--- config.mk ---
export PLATFORM = sky130hd
export DESIGN_NAME = dbg_commit_queue_flat
export DESIGN_NICKNAME = d
export VERILOG_FILES = /design/src/rtl/dbg_commit_queue_if.sv /design/src/rtl/dbg_commit_queue.sv /design/src/flat_wrapper.sv
export SDC_FILE = /design/constraint.sdc
export NUM_CORES = 1
export LEC_CHECK = 0
export ABC_AREA = 0
export CAP_MARGIN = 20
export CORE_ASPECT_RATIO = 0.7
export CORE_MARGIN = 2
export CORE_UTILIZATION = 45
export CTS_CLUSTER_SIZE = 40
export DETAILED_ROUTE_END_ITERATION = 10
export PLACE_DENSITY = 0.75
export SYNTH_ARGS = -nofsm -noshare
export SYNTH_HDL_FRONTEND = slang
export SYNTH_SLANG_ARGS = --single-unit
--- constraint.sdc ---
create_clock -name clk -period 7.33 [get_ports clk]
set_input_delay 1.0995 -clock clk [delete_from_list [all_inputs] [get_ports clk]]
set_output_delay 1.0995 -clock clk [all_outputs]
set_load 0.02 [all_outputs]
--- src/rtl/dbg_commit_queue_if.sv ---
// rtl/dbg_commit_queue_if.sv - commit-record bus between WBU, queue and Dbg monitor
//
// Signals (direction as seen by the queue, modport slave):
//   in_valid   in   WBU offers a commit record
//   in_ready   out  queue accepts the offered record
//   in_rec     in   packed 182-bit commit record
//   step_en    in   debugger permits a pop this cycle
//   resume     in   one-cycle pulse that leaves HALT
//   out_done   out  one-cycle pulse, out_rec is newly retired
//   out_rec    out  last popped record, held between pops
//   out_gpr_wen/out_csr_wen/out_is_trap  out  strobes gated by out_done
//   halted     out  queue is in HALT
//   occupancy  out  entries held
//   retire_cnt out  number of out_done pulses, wrapping
interface dbg_commit_queue_if #(
  parameter int DEPTH = 4
);
  logic                     in_valid;
  logic                     in_ready;
  logic [181:0]             in_rec;
  logic                     step_en;
  logic                     resume;
  logic                     out_done;
  logic [181:0]             out_rec;
  logic                     out_gpr_wen;
  logic                     out_csr_wen;
  logic                     out_is_trap;
  logic                     halted;
  logic [$clog2(DEPTH):0]   occupancy;
  logic [63:0]              retire_cnt;

  modport slave (
    input  in_valid, in_rec, step_en, resume,
    output in_ready, out_done, out_rec, out_gpr_wen, out_csr_wen, out_is_trap,
           halted, occupancy, retire_cnt
  );

  modport master (
    output in_valid, in_rec, step_en, resume,
    input  in_ready, out_done, out_rec, out_gpr_wen, out_csr_wen, out_is_trap,
           halted, occupancy, retire_cnt
  );
endinterface

--- src/rtl/dbg_commit_queue.sv ---
// rtl/dbg_commit_queue.sv - retire-side commit record queue feeding the Dbg monitor
//
// Ports:
//   clk    in  clock
//   reset  in  asynchronous active-low reset
//   bus    dbg_commit_queue_if.slave, push side from WBU and pop side to Dbg
// Record layout: pc[31:0] inst[63:32] gpr_wen[64] gpr_waddr[69:65] gpr_wdata[101:70]
//   csr_wen[102] csr_waddr[114:103] csr_wdata[146:115] is_trap[147] cause[179:148]
//   brk[180] ivd[181]
module dbg_commit_queue #(
  parameter int DEPTH = 4
) (
  input  logic                   clk,
  input  logic                   reset,
  dbg_commit_queue_if.slave      bus
);
  localparam int AW = $clog2(DEPTH);

  typedef enum logic {
    ST_RUN  = 1'b0,
    ST_HALT = 1'b1
  } state_t;

  state_t        r_state;
  state_t        w_state_nxt;
  logic [AW:0]   r_wr_ptr;
  logic [AW:0]   r_rd_ptr;
  logic [181:0]  r_mem [DEPTH];
  logic          r_live;
  logic          r_out_done;
  logic [181:0]  r_out_rec;
  logic [63:0]   r_retire_cnt;

  logic          w_empty;
  logic          w_full;
  logic          w_push;
  logic          w_pop;
  logic [181:0]  w_head;

  assign w_empty = (r_wr_ptr == r_rd_ptr);
  assign w_full  = (r_wr_ptr[AW-1:0] == r_rd_ptr[AW-1:0]) && (r_wr_ptr[AW] != r_rd_ptr[AW]);
  assign w_head  = r_mem[r_rd_ptr[AW-1:0]];

  // r_live keeps in_ready low while in reset and for the edge that releases it.
  // A full queue never accepts, even when a pop frees a slot in the same cycle.
  assign bus.in_ready = r_live && !w_full && (r_state == ST_RUN);
  assign w_push       = bus.in_valid && bus.in_ready;
  assign w_pop        = !w_empty && bus.step_en && (r_state == ST_RUN);

  always_comb begin
    w_state_nxt = r_state;
    case (r_state)
      ST_RUN:  if (w_pop && (w_head[180] || w_head[181])) w_state_nxt = ST_HALT;
      ST_HALT: if (bus.resume) w_state_nxt = ST_RUN;
      default: w_state_nxt = ST_RUN;
    endcase
  end

  always_ff @(posedge clk or negedge reset) begin
    if (!reset) begin
      r_state      <= ST_RUN;
      r_wr_ptr     <= '0;
      r_rd_ptr     <= '0;
      r_live       <= 1'b0;
      r_out_done   <= 1'b0;
      r_out_rec    <= '0;
      r_retire_cnt <= '0;
    end else begin
      r_state    <= w_state_nxt;
      r_live     <= 1'b1;
      r_out_done <= w_pop;
      if (w_push) r_wr_ptr <= r_wr_ptr + 1'b1;
      if (w_pop) begin
        r_rd_ptr     <= r_rd_ptr + 1'b1;
        r_out_rec    <= w_head;
        r_retire_cnt <= r_retire_cnt + 64'd1;
      end
    end
  end

  // Storage needs no reset: entries are only visible between the pointers.
  always_ff @(posedge clk) begin
    if (w_push) r_mem[r_wr_ptr[AW-1:0]] <= bus.in_rec;
  end

  assign bus.out_done    = r_out_done;
  assign bus.out_rec     = r_out_rec;
  // Writes to x0 are architecturally dropped, so they are never reported.
  assign bus.out_gpr_wen = r_out_done && r_out_rec[64] && (r_out_rec[69:65] != 5'd0);
  assign bus.out_csr_wen = r_out_done && r_out_rec[102];
  assign bus.out_is_trap = r_out_done && r_out_rec[147];
  assign bus.halted      = (r_state == ST_HALT);
  assign bus.occupancy   = r_wr_ptr - r_rd_ptr;
  assign bus.retire_cnt  = r_retire_cnt;
endmodule

--- src/flat_wrapper.sv ---
// flat-port wrapper written by rule: the top's interface ports become plain ports
module dbg_commit_queue_flat 
#(
  parameter int DEPTH = 4
)
  (clk, reset, bus_in_valid, bus_in_rec, bus_step_en, bus_resume, bus_in_ready, bus_out_done, bus_out_rec, bus_out_gpr_wen, bus_out_csr_wen, bus_out_is_trap, bus_halted, bus_occupancy, bus_retire_cnt);
  dbg_commit_queue_if #(.DEPTH(DEPTH)) bus_i ();
  input  logic clk;
  input  logic reset;
  input wire logic [$bits(bus_i.in_valid)-1:0] bus_in_valid;
  input wire logic [$bits(bus_i.in_rec)-1:0] bus_in_rec;
  input wire logic [$bits(bus_i.step_en)-1:0] bus_step_en;
  input wire logic [$bits(bus_i.resume)-1:0] bus_resume;
  output wire logic [$bits(bus_i.in_ready)-1:0] bus_in_ready;
  output wire logic [$bits(bus_i.out_done)-1:0] bus_out_done;
  output wire logic [$bits(bus_i.out_rec)-1:0] bus_out_rec;
  output wire logic [$bits(bus_i.out_gpr_wen)-1:0] bus_out_gpr_wen;
  output wire logic [$bits(bus_i.out_csr_wen)-1:0] bus_out_csr_wen;
  output wire logic [$bits(bus_i.out_is_trap)-1:0] bus_out_is_trap;
  output wire logic [$bits(bus_i.halted)-1:0] bus_halted;
  output wire logic [$bits(bus_i.occupancy)-1:0] bus_occupancy;
  output wire logic [$bits(bus_i.retire_cnt)-1:0] bus_retire_cnt;
  assign bus_i.in_valid = bus_in_valid;
  assign bus_i.in_rec = bus_in_rec;
  assign bus_i.step_en = bus_step_en;
  assign bus_i.resume = bus_resume;
  assign bus_in_ready = bus_i.in_ready;
  assign bus_out_done = bus_i.out_done;
  assign bus_out_rec = bus_i.out_rec;
  assign bus_out_gpr_wen = bus_i.out_gpr_wen;
  assign bus_out_csr_wen = bus_i.out_csr_wen;
  assign bus_out_is_trap = bus_i.out_is_trap;
  assign bus_halted = bus_i.halted;
  assign bus_occupancy = bus_i.occupancy;
  assign bus_retire_cnt = bus_i.retire_cnt;
  dbg_commit_queue #(.DEPTH(DEPTH)) u_core (.clk(clk), .reset(reset), .bus(bus_i));
endmodule
Word level (Yosys, flattened, before mapping) --
Memory sizes are Yosys's and may differ from the RTL's. Index checks and enable logic that the tools add are counted.
Storage, ports and cells: memory bits (writable) 728, memories kept 1, logic and storage cells 36, bits of input ports 187, output and inout bits 255, register bits after elaboration 255
Memory list:
- u_core.r_mem | depth 4, bits a word 182, read ports 1, clocked after memory_dff 0, write ports 1, line dbg_commit_queue.sv:28 | logic [181:0] r_mem [DEPTH];
Operators by class: reduce and logical (&&, ||, !) cells 15, bitwise gates (word level) 1, multiplexer cells 5, add/subtract/negate cells 4, equality and inequality tests 3
Operator list (count):
- adder 64 x 1 -> 64 bit (second input constant) | 1
- logical AND 1 bit | 11
- adder 3 x 1 -> 3 bit (second input constant) | 2
- nonzero test 5 bit | 1
- 2-to-1 mux 1 bit | 4
- equality test 3 bit | 1
- subtractor 3 bit | 1
- equality test 2 bit | 1
- logical NOT 1 bit | 2
- one-hot mux 1 bit (2 select lines) | 1
- logical OR 1 bit | 1
- != test 1 bit | 1
- NOT 1 bit | 1

Longest topological paths before layout --
depth after elaboration 8, mapped depth 12, gate-level depth less buffers 8

Least setup slack after synthesis --
Ideal clock, no wire load.
path kind reg-to-reg, start register u_core.r_rd_ptr[1], end memory u_core.r_mem[3][0], enable pin, stages on the path, launching flop included 10, library setup time 0.567 ns, data arrival time 6.427 ns, buffers on the path 3, required time 6.763 ns, clock period less this slack 6.995 ns, slack 0.335 ns, cell sequence dfrtp_1 > clkbuf_1 > clkbuf_1 > inv_1 > ha_1 > and2_1 > nand2_1 > and3_1 > clkbuf_1 > and3_1
On the way: longest elaborated chain between the ends 8
RTL lines:
- from (decl) | line dbg_commit_queue.sv:27 | logic [AW:0] r_rd_ptr;
- from (signal assigned) | line dbg_commit_queue.sv:74 | r_rd_ptr <= r_rd_ptr + 1'b1;
- equality test 2 bit | line dbg_commit_queue.sv:41 | assign w_full = (r_wr_ptr[AW-1:0] == r_rd_ptr[AW-1:0]) && (r_wr_ptr[AW] != r_rd_ptr[AW]);
- logical AND 1 bit | line dbg_commit_queue.sv:41
- logical NOT 1 bit | line dbg_commit_queue.sv:46 | assign bus.in_ready = r_live && !w_full && (r_state == ST_RUN);
- logical AND 1 bit (2 in series) | line dbg_commit_queue.sv:46
- named net bus_in_ready | line flat_wrapper.sv:14 | output wire logic [$bits(bus_i.in_ready)-1:0] bus_in_ready;
- logical AND 1 bit | line dbg_commit_queue.sv:47 | assign w_push = bus.in_valid && bus.in_ready;
- 2-to-1 mux 1 bit | line dbg_commit_queue.sv:83 | if (w_push) r_mem[r_wr_ptr[AW-1:0]] <= bus.in_rec;
- 2-to-1 mux 1 bit (not written as such) | line dbg_commit_queue.sv:83
- to (decl) | line dbg_commit_queue.sv:28
The timed path passes the listed nets, and every way through them passes these cells.

Final worst setup path --
start register u_core.r_rd_ptr[0], end output port bus_in_ready
On the way: longest elaborated chain between the ends 5
RTL lines (line):
- equality test 2 bit | dbg_commit_queue.sv:41
- logical AND 1 bit | dbg_commit_queue.sv:41
- logical NOT 1 bit | dbg_commit_queue.sv:46
- logical AND 1 bit (2 in series) | dbg_commit_queue.sv:46
- to (decl) | flat_wrapper.sv:14
No other way between the ends.

==> metrics.md <==
| Metric | Value |
|---|---|
| Worst-path clk slew | `~0.06 ns` |
| Post-synthesis cell type count | `34` |
| CP max stage cell | `clkdlybuf4s50_1` |
| Crit-path cells | `ha_1 -> and2_1 -> nand2_1 -> and3_1 -> clkdlybuf4s50_1` |
| First-pass GRT wire length | `125000 um` |
| Worst Path Arrival | `around 3.0 ns` |
| DRT Wirelength | `82500 um` |
| I/O Pins | `~440` |
| Via count | `between 15000 and 20000` |
| Top sig layer | `met5` |
| Overflow left after global routing | `0` |
| Syn_nets | `about 2300` |
| Wl on met1 | `33400 um` |
| Post-DRT Antenna Nets | `0` |
| Area growth syn-to-layout | `24.8%` |
| Nets | `roughly 2700` |
| Power per standard cell area | `393 nW/um^2` |
| Setup TNS | `0 ns` |
| Post-CTS sizing | `0` |
| Row count | `between 80 and 90` |
| Cell taking the most area after synthesis | `edfxtp_1` |
| CTS H-Tree Depth | `3` |
| VDD IR max | `just over 0.3 mV` |
| FF+latch count, synth | `a little under 1000` |
| Total CTS buffers | `between 90 and 100` |
| Cts hold-fix bufs | `0` |
| CP startpoint kind | `flop` |
| Vias in the first global route | `slightly above 20000` |
| Critical path class | `reg -> out` |
| Clock Tree Root | `clkbuf_16` |
| MaxCap Viol Count | `0` |
| Via/cell ratio | `about 5.3` |
| Cell Area, Synth | `roughly 36000 sq um` |
| Final hold vios | `0` |
| Core Box Area | `between 80000 and 90000 sq um` |
| Max Freq | `approximately 250 MHz` |
| Slew of the pin with the lowest slew margin | `1.11 ns` |
| Starting density of the core | `0.453` |
| Pint | `~0.012 W` |
| RSZ-0062 raised after global routing | `no` |
| Static Leak | `~17 nW` |
| Avg Cell Area, Syn | `17.7 sq um` |
| Logic pwr share | `0.294` |
| Post-synth top area share | `0.600` |
| Clk_lat worst skew | `roughly 0.65 ns` |
| Crit path max fanout | `17` |
| Routability Congestion | `~0.84` |
| Ranking of synthesized cells by area | `edfxtp_1 (60%), dfrtp_1 (18%), mux4_2 (11%)` |
| Initial antenna violation count | `19` |
| Largest net degree at the start of global routing | `between 100 and 150` |
| Metal2 WL | `slightly above 40000 um` |
| Dpl hpwl | `49100 um` |
| Clock power share | `0.286` |
| Fin crit share | `0.554` |
| Sw power | `around 0.0055 W` |
| Path depth of the worst reg2reg path | `7` |
| Setup bufs post-CTS | `0` |
| Total GRT Usage | `0.197` |
| Worst reg2reg startpoint | `u_core.r_rd_ptr[0]$_DFFE_PN0P_` |
| Net Sw Frac | `0.308` |
| Buf/Inv on CP | `1` |
| Worst Setup EP | `bus_in_ready` |
| Crit path largest cell delay | `0.68 ns` |
| Number of detailed-route iterations in the first pass | `5` |
| Status | `finished, final reports clean` |
| Mean routed wirelength per cell | `~22 um` |
| Clk sink count | `between 900 and 1000` |
| Placed inst area | `approximately 42000 sq um` |
| Clock buffer depth | `3` |
| Final Power | `0.0179 W` |
| Hold WC Path Type | `in -> async` |
| First DRT Iteration DRCs | `about 1400` |
| Sequential area share after synthesis | `0.775` |
| Die Y | `242 um` |
| Skew final | `0.0198 ns` |
| Reg2reg end | `u_core.bus.out_rec[98]$_DFFE_PN0P_` |
| Seq pwr share | `0.421` |
| Final min period | `4.06 ns` |
| Critical path startpoint | `u_core.r_rd_ptr[0]$_DFFE_PN0P_` |
| CP delay by family, top | `buffers and inverters` |
| Share of post-route cells with drive strength above 1 | `0.140` |
| Die area | `about 83000 sq um` |
| CTS tree | `done` |
| Die Wd | `344 um` |
| Setup violators final | `0` |
| I/O Buffers | `approximately 440` |
| DRC Markers | `0` |
| CP Capture Type | `output pin` |
| Critical Path RT | `approximately 6.2 ns` |
| R2R Setup Slk | `approximately 3.3 ns` |
| Dpl cells | `3508` |
| Fin. max-slew vios | `0` |
| WP depth | `5` |
| Layout Cells excl Fill | `3691` |
| Syn Inst Count | `around 2100` |
| Warnings from Yosys | `0` |
| Worst slew margin | `0.262` |
| Post-route design area | `between 40000 and 50000 sq um` |
| Metal3 WL | `about 6000 um` |
==> routing by layer <==
layer,vias to the layer above,track usage
met3,149,0.0505
met2,684,0.324
met4,24,0.0524
met1,10200,0.264
li1,8631,-
met5,-,0
==> cell usage after synthesis <==
master and number:
mux2_2 1, and2_1 5, o21ai_0 3, mux4_2 182, nor4_2 1, a2111oi_2 1, nand2b_1 1, ha_1 8
xor2_1 40, fa_1 1, nand4_2 1, dfrtp_1 255, xnor2_1 30, and3_1 11, nor2_1 26, or3_1 2
and2_0 1, buf_2 9, clkbuf_1 63, nor4_1 17, inv_2 1, nand4_1 14, buf_1 12, conb_1 1
a21o_1 1, inv_1 16, a2111oi_4 1, nand4b_2 1, nand3_1 26, edfxtp_1 728, and4_1 1, nand2_1 584
nor3_1 17, o311a_1 1
==> state kept, by name (all words and copies together), names as in the netlist <==
register               count
u_core.r_mem             728
u_core.bus.out_rec       182
u_core.bus.retire_cnt     64
u_core.r_rd_ptr            3
u_core.r_wr_ptr            3
u_core.bus.halted          1
u_core.bus.out_done        1
u_core.r_live              1
==> cell usage in the layout, fill, tap and decap left out, drive strengths merged, types with 2 or more instances in the layout <==
| cell | synthesis | final |
|---|---|---|
| a2111oi | 2 | 2 |
| clkinvlp | 0 | 3 |
| clkinv | 0 | 21 |
| or3 | 2 | 2 |
| bufinv | 0 | 14 |
| ha | 8 | 8 |
| dfrtp | 255 | 255 |
| xnor2 | 30 | 30 |
| mux4 | 182 | 182 |
| nand3 | 26 | 26 |
| buf | 21 | 23 |
| xor2 | 40 | 40 |
| nor4 | 18 | 18 |
| clkbuf | 63 | 131 |
| nand4 | 15 | 15 |
| nor3 | 17 | 17 |
| nor2 | 26 | 26 |
| edfxtp | 728 | 728 |
| inv | 17 | 23 |
| nand2 | 584 | 584 |
| o21ai | 3 | 3 |
| diode | 0 | 7 |
| and3 | 11 | 11 |
| clkdlybuf4s50 | 0 | 440 |
| and2 | 6 | 6 |
==> layout make-up <==
type	count	area, sq um
Antenna cell	7	17.5
Clock buffer	131	2660
Clock inverter	44	621
Fill cell	5994	34900
Inverter	17	68.8
Multi-Input combinational cell	978	7820
Sequential cell	983	28200
Tap cell	1068	1340
Timing Repair Buffer	463	4670
==> metrics by stage <==
stage	util	worst slack (ns)	hold WS [ns]
2_1_floorplan	-	0.335	0.498
3_3_place_gp	0.524	2.92	0.460
3_5_place_dp	0.524	2.88	0.462
4_1_cts	0.565	3.19	0.475
5_1_grt	0.566	3.07	0.498
6_report	0.566	3.27	0.460
==> worst min-delay path by stage <==
| stage | from | to | slack, ns | cells after the start |
|---|---|---|---|---|
| 2_1_floorplan | u_core.r_wr_ptr[2]$_DFFE_PN0P_ | u_core.r_wr_ptr[2]$_DFFE_PN0P_ | 0.50 | 1 |
| 3_3_place_gp | u_core.bus.out_rec[163]$_DFFE_PN0P_ | u_core.bus.out_rec[163]$_DFFE_PN0P_ | 0.46 | 2 |
| 3_5_place_dp | u_core.bus.out_rec[6]$_DFFE_PN0P_ | u_core.bus.out_rec[6]$_DFFE_PN0P_ | 0.46 | 2 |
| 4_1_cts | u_core.bus.retire_cnt[63]$_DFFE_PN0P_ | u_core.bus.retire_cnt[63]$_DFFE_PN0P_ | 0.47 | 1 |
| 5_1_grt | u_core.bus.out_rec[9]$_DFFE_PN0P_ | u_core.bus.out_rec[9]$_DFFE_PN0P_ | 0.50 | 2 |
| 6_report | reset | u_core.bus.retire_cnt[63]$_DFFE_PN0P_ | 0.46 | 1 |
==> power by group through the flow <==
stage	combinational (W)	sequential (W)	clock (W)
after detailed placement	0.00531	0.00762	0
after CTS	0.00534	0.00753	0.00520
final	0.00525	0.00752	0.00511
after global routing	0.00567	0.00760	0.00541
after global placement	0.00524	0.00759	0
after floorplan	0.00262	0.00810	0
==> cells by family after synthesis <==
family          after synthesis  share of synthesized area
mux                         183                      0.113
buf+inv                     101                     0.0107
fa+ha+maj                     9                    0.00330
flops                       983                      0.775
other cells                   1                   0.000103
simple gates                708                     0.0789
compound gates                7                    0.00206
xor+xnor                     70                     0.0168
Note: power is estimated with default switching activity, not from simulation.
